## src/rtl/dtree_feature_loader.sv

```systemverilog
// Byte-stream front end for a combinational decision tree: assembles a feature vector, holds it
// for a settle time, captures the class and hands it out on a valid/ready channel.
// Optional counters are enabled with `define DTREE_LOADER_STATS_EN.
module dtree_feature_loader #(
    parameter int NUM_FEATURES  = 5,
    parameter int FEAT_W        = 8,
    parameter int CLS_W         = 1,
    parameter int SETTLE_CYCLES = 2
) (
    input  logic                           clk,
    input  logic                           rst,
    input  logic [FEAT_W-1:0]              in_data,
    input  logic                           in_valid,
    input  logic                           in_last,
    output logic                           in_ready,
    output logic [NUM_FEATURES*FEAT_W-1:0] feat_bus,
    input  logic [CLS_W-1:0]               cls_in,
    output logic [CLS_W-1:0]               res_class,
    output logic                           res_valid,
    input  logic                           res_ready,
`ifdef DTREE_LOADER_STATS_EN
    output logic [15:0]                    vec_cnt,
    output logic [15:0]                    pos_cnt,
    output logic [7:0]                     err_cnt,
`endif
    output logic                           frame_err
);

    localparam int IDX_W = (NUM_FEATURES > 1) ? $clog2(NUM_FEATURES) : 1;
    localparam logic [IDX_W-1:0] LAST_IDX = IDX_W'(NUM_FEATURES - 1);
    localparam logic [3:0] SETTLE_LOAD = 4'(SETTLE_CYCLES);

    typedef enum logic [1:0] {
        ST_LOAD   = 2'd0,
        ST_SETTLE = 2'd1,
        ST_RESULT = 2'd2
    } state_t;

    state_t                           state_q;
    logic [IDX_W-1:0]                 idx_q;
    logic [3:0]                       cnt_q;
    logic                             in_ready_q;
    logic [NUM_FEATURES*FEAT_W-1:0]   feat_bus_q;
    logic [CLS_W-1:0]                 res_class_q;
    logic                             res_valid_q;
    logic                             frame_err_q;
    logic                             accept_s;
    logic                             handshake_s;

    assign accept_s    = (state_q == ST_LOAD) && in_valid && in_ready_q;
    assign handshake_s = (state_q == ST_RESULT) && res_valid_q && res_ready;

    // Loader state machine with all outputs registered
    always_ff @(posedge clk or posedge rst) begin
        if (rst) begin
            state_q     <= ST_LOAD;
            idx_q       <= '0;
            cnt_q       <= 4'd0;
            in_ready_q  <= 1'b0;
            feat_bus_q  <= '0;
            res_class_q <= '0;
            res_valid_q <= 1'b0;
            frame_err_q <= 1'b0;
        end else begin
            frame_err_q <= 1'b0;
            case (state_q)
                ST_LOAD: begin
                    in_ready_q <= 1'b1;
                    if (accept_s) begin
                        if (idx_q == LAST_IDX) begin
                            if (in_last) begin
                                feat_bus_q[int'(idx_q)*FEAT_W +: FEAT_W] <= in_data;
                                idx_q      <= '0;
                                cnt_q      <= SETTLE_LOAD;
                                in_ready_q <= 1'b0;
                                state_q    <= ST_SETTLE;
                            end else begin
                                frame_err_q <= 1'b1;
                                idx_q       <= '0;
                            end
                        end else if (in_last) begin
                            frame_err_q <= 1'b1;
                            idx_q       <= '0;
                        end else begin
                            feat_bus_q[int'(idx_q)*FEAT_W +: FEAT_W] <= in_data;
                            idx_q <= idx_q + IDX_W'(1);
                        end
                    end
                end
                ST_SETTLE: begin
                    in_ready_q <= 1'b0;
                    cnt_q      <= cnt_q - 4'd1;
                    // cls_in is only trusted here, after the tree has had the full settle time
                    if (cnt_q <= 4'd1) begin
                        res_class_q <= cls_in;
                        state_q     <= ST_RESULT;
                    end
                end
                ST_RESULT: begin
                    if (!res_valid_q) begin
                        res_valid_q <= 1'b1;
                        in_ready_q  <= 1'b0;
                    end else if (res_ready) begin
                        res_valid_q <= 1'b0;
                        in_ready_q  <= 1'b1;
                        idx_q       <= '0;
                        state_q     <= ST_LOAD;
                    end else begin
                        in_ready_q  <= 1'b0;
                    end
                end
                default: begin
                    state_q     <= ST_LOAD;
                    idx_q       <= '0;
                    in_ready_q  <= 1'b0;
                    res_valid_q <= 1'b0;
                end
            endcase
        end
    end

    assign in_ready  = in_ready_q;
    assign feat_bus  = feat_bus_q;
    assign res_class = res_class_q;
    assign res_valid = res_valid_q;
    assign frame_err = frame_err_q;

`ifdef DTREE_LOADER_STATS_EN
    logic [15:0] vec_cnt_q;
    logic [15:0] pos_cnt_q;
    logic [7:0]  err_cnt_q;

    // Saturating result and framing-error counters
    always_ff @(posedge clk or posedge rst) begin
        if (rst) begin
            vec_cnt_q <= 16'd0;
            pos_cnt_q <= 16'd0;
            err_cnt_q <= 8'd0;
        end else begin
            if (handshake_s && (vec_cnt_q != 16'hFFFF)) begin
                vec_cnt_q <= vec_cnt_q + 16'd1;
            end
            if (handshake_s && (res_class_q != '0) && (pos_cnt_q != 16'hFFFF)) begin
                pos_cnt_q <= pos_cnt_q + 16'd1;
            end
            if (frame_err_q && (err_cnt_q != 8'hFF)) begin
                err_cnt_q <= err_cnt_q + 8'd1;
            end
        end
    end

    assign vec_cnt = vec_cnt_q;
    assign pos_cnt = pos_cnt_q;
    assign err_cnt = err_cnt_q;
`endif

endmodule

```

## config.mk

```make
export PLATFORM = sky130hd
export DESIGN_NAME = dtree_feature_loader
export DESIGN_NICKNAME = d
export VERILOG_FILES = /design/src/rtl/dtree_feature_loader.sv
export SDC_FILE = /design/constraint.sdc
export NUM_CORES = 1
export LEC_CHECK = 0
export ABC_AREA = 1
export CAP_MARGIN = 20
export CORE_MARGIN = 1.5
export CORE_UTILIZATION = 50
export DETAILED_ROUTE_END_ITERATION = 8
export MAX_ROUTING_LAYER = met4
export PLACE_DENSITY = 0.79
export SYNTH_ARGS = -nofsm -noshare
export SYNTH_HDL_FRONTEND = slang
export SYNTH_SLANG_ARGS = --single-unit
```

## constraint.sdc

```tcl
create_clock -name clk -period 2.4 [get_ports clk]
set_input_delay 0.24 -clock clk [delete_from_list [all_inputs] [get_ports clk]]
set_output_delay 0.24 -clock clk [all_outputs]
set_load 0.03 [all_outputs]
```

==> impl_metrics.yaml <==
sta:
  slew_headroom_pct: 63.1
  finalSetupTns_ns: 0
  drv_slew: 0
  timing.final.crit_period_ns: 2.21
  setup_viol: 0
  fmax_ghz: 0.453
  setup_slack_ns: 0.191
  final_hold_viol_count: 0
  finClkSkew_ns: 0.00302
  fin_crit_sh_pct: 92.0
  tightest_slew_ns: 0.553
  rsz0062_at_grt: "no"
global_routing:
  grt_pass1_wl_um: 10400
  grt_util_met3_pct: 4.64
  grt_busiest_layer: "met2"
  grt_usage_pct: 22.7
  grt_overflow: 0
  grt_max_degree: 29
  antenna_found_initial: 0
  grt_pass1_vias: 2312
  grtUsageMet1_pct: 28.1
  use_met2_pct: 37.7
power:
  finalPower_mw: 3.41
  p_leak_nw: 1.79
  vdd_ir_drop_max_mv: 0.551
  power_density_mw_per_mm2: 986
routing:
  antenna_left: 0
  wirelength_um: 5890
  wl_per_cell_um: 12.4
  viasPerCell: 5.12
  vias: 2435
  dr.pass1.iters: 4
  drc_errors: 0
  drt_iter0_drc: 151
critical_path:
  r2r_start: "idx_q[1]"
  worstPathArrival_ns: 2.40
  path_cells: "inv_1, ha_1, ha_1, ha_1, inv_1, nand3_4, nor2_4, nand2_4, nand2_1, nand2_1"
  critPathMaxStageDelay_ns: 0.42
  crit_fanout: 9
  end_kind: "register"
  crit_top_cell: "ha_1"
  r2r_end: "feat_bus[37]"
  cp_data_required_time_ns: 2.59
  crit_family: "adder cells"
  worstSetupStartpointType: "register"
  path_buf_inv: 2
  ff2ff_path_depth: 10
  worst_path_max_delay_cell: "dfrtp_1"
  reg2reg_setup_slack_ns: 0.19
  crit_type: "register to register"
clocking:
  cts_tree: "done"
  cts.sinks: 53
  postCtsHoldBufs: 0
  clockBufferDepth: 2
  clkSlewWorstSetupHoldPaths_ns: 0.08
  insertion_delay_ns: 0.30
  htreeDepth: 2
  cts_setup_buffers: 0
  cts_root_buffer: "clkbuf_8"
  cts_resized: 0
  numCtsBuffers: 5
floorplan:
  initial_core_util_pct: 52.6
  die_area_mm2: 0.00590
  core_area_mm2: 0.00517
  die_width_um: 76.8
  io_pins: 58
  num_rows: 26
  die_h_um: 76.8
placement:
  preCtsSetupSlack_ns: 0.218
  post-place-cells: 470
  port_buffers: 57
  place_congestion: 0.914
  hpwlAfterDp_um: 4620
logic_synthesis:
  netlist_area_mm2: 0.00272
  syn_inst: 344
  synthDistinctLibCells: 25
  post-synth-top-area-fraction_pct: 48.7
  syn_area_per_cell_um2: 7.91
  synth_fp_nets: 369
  synth_top_area_cell: "dfrtp_1"
  synth_seq_cells: 53
  ys_warn_count: 0
  synth.area.top_cells: "dfrtp_1 (49%), nand2_1 (19%), nand3_1 (7.4%), nor2_1 (5.5%), ha_1 (5.1%)"
  ys_seq_area_share_pct: 48.7
cells_and_area:
  finalNetCount: 432
  final_layout_size_suffix_gt1_share_pct: 7.64
  antenna-diode-count: 0
  final_cell_mix: "nand2_1 (135), clkdlybuf4s50_1 (57), dfrtp_1 (53)"
  syn_to_final_growth_pct: 27.1
  layout_commonest_cell: "nand2_1"
  utilization_pct: 66.9
  stdcell_count: 476
run_status:
  outcome: "finished, final reports clean"
hold_path:
  hold_path_class: "input port to asynchronous set/reset pin"
run:
  cap_violations: 0
worst reg2reg max path, delay by kind of cell, from the launching register on:
kind,cells,cell delay (ns)
fa+ha+maj,3,0.84
buf+inv,2,0.25
flops,1,0.42
simple gates,5,0.60
worst max path at each step:
stage | from | end | slack (ns) | cells after the start
finish | idx_q[1] | feat_bus[37] | 0.19 | 10
global route | idx_q[1] | feat_bus[32] | 0.005 | 10
CTS | idx_q[1] | feat_bus[37] | 0.19 | 10
detailed placement | idx_q[1] | feat_bus[37] | 0.22 | 10
global placement | idx_q[1] | feat_bus[33] | 0.31 | 10
floorplan | idx_q[0] | feat_bus[20] | 0.29 | 10
cells by family (layout without fill, tap and decap cells):
| group | Yosys count | after routing | synth area share, % |
|---|---|---|---|
| AOI/OAI and AO/OA | 11 | 11 | 2.25 |
| DFF | 53 | 53 | 48.7 |
| buffers and inverters | 32 | 94 | 4.78 |
| and+or+nand+nor | 237 | 237 | 39.2 |
| adders and majority gates | 11 | 11 | 5.06 |
report_power, final:
group          internal (mW)  switching [mW]  leakage (nW)
Clock                  0.192           0.257        0.0399
Combinational          0.582            1.18          1.04
Sequential              1.08           0.126         0.704
Total                   1.85            1.56          1.79
sequential cells by signal (all words and copies together), names as in the netlist:
register,flops
feat_bus,40
res_valid,1
frame_err,1
res_class,1
idx_q,3
state_q,2
in_ready,1
cnt_q,4
metrics by stage:
step	cell area [um^2]	hold WS, ns
floorplan	2720	0.382
detailed placement	3390	0.458
CTS	3460	0.333
global placement	3390	0.457
finish	3460	0.310
global route	3460	0.365
Yosys cell counts, drive strengths merged:
cell type and instances:
a21oi 2, inv 29, nand3 42, a21boi 1, nand3b 1, or2 2
buf 3, o21ai 6, a31oi 1, nand4 1, nor3 2, ha 11
dfrtp 53, nor2 48, nand2 141, o31ai 1
layout make-up:
cell class / instances / area (um^2)
sequential: 53 / 1330
timing repair buffer: 59 / 598
inverter: 29 / 109
clock inverter: 1 / 5.00
multi-input combinational: 259 / 1270
tap: 70 / 87.6
fill: 410 / 1710
clock buffer: 5 / 68.8
routing by layer:
metal	up-vias	share of wire [%]
li1	1197	-
met3	8	6.8
met2	92	47
met1	1138	45
met5	-	0
met4	0	1.2
Note: power is estimated with default switching activity, not from simulation.
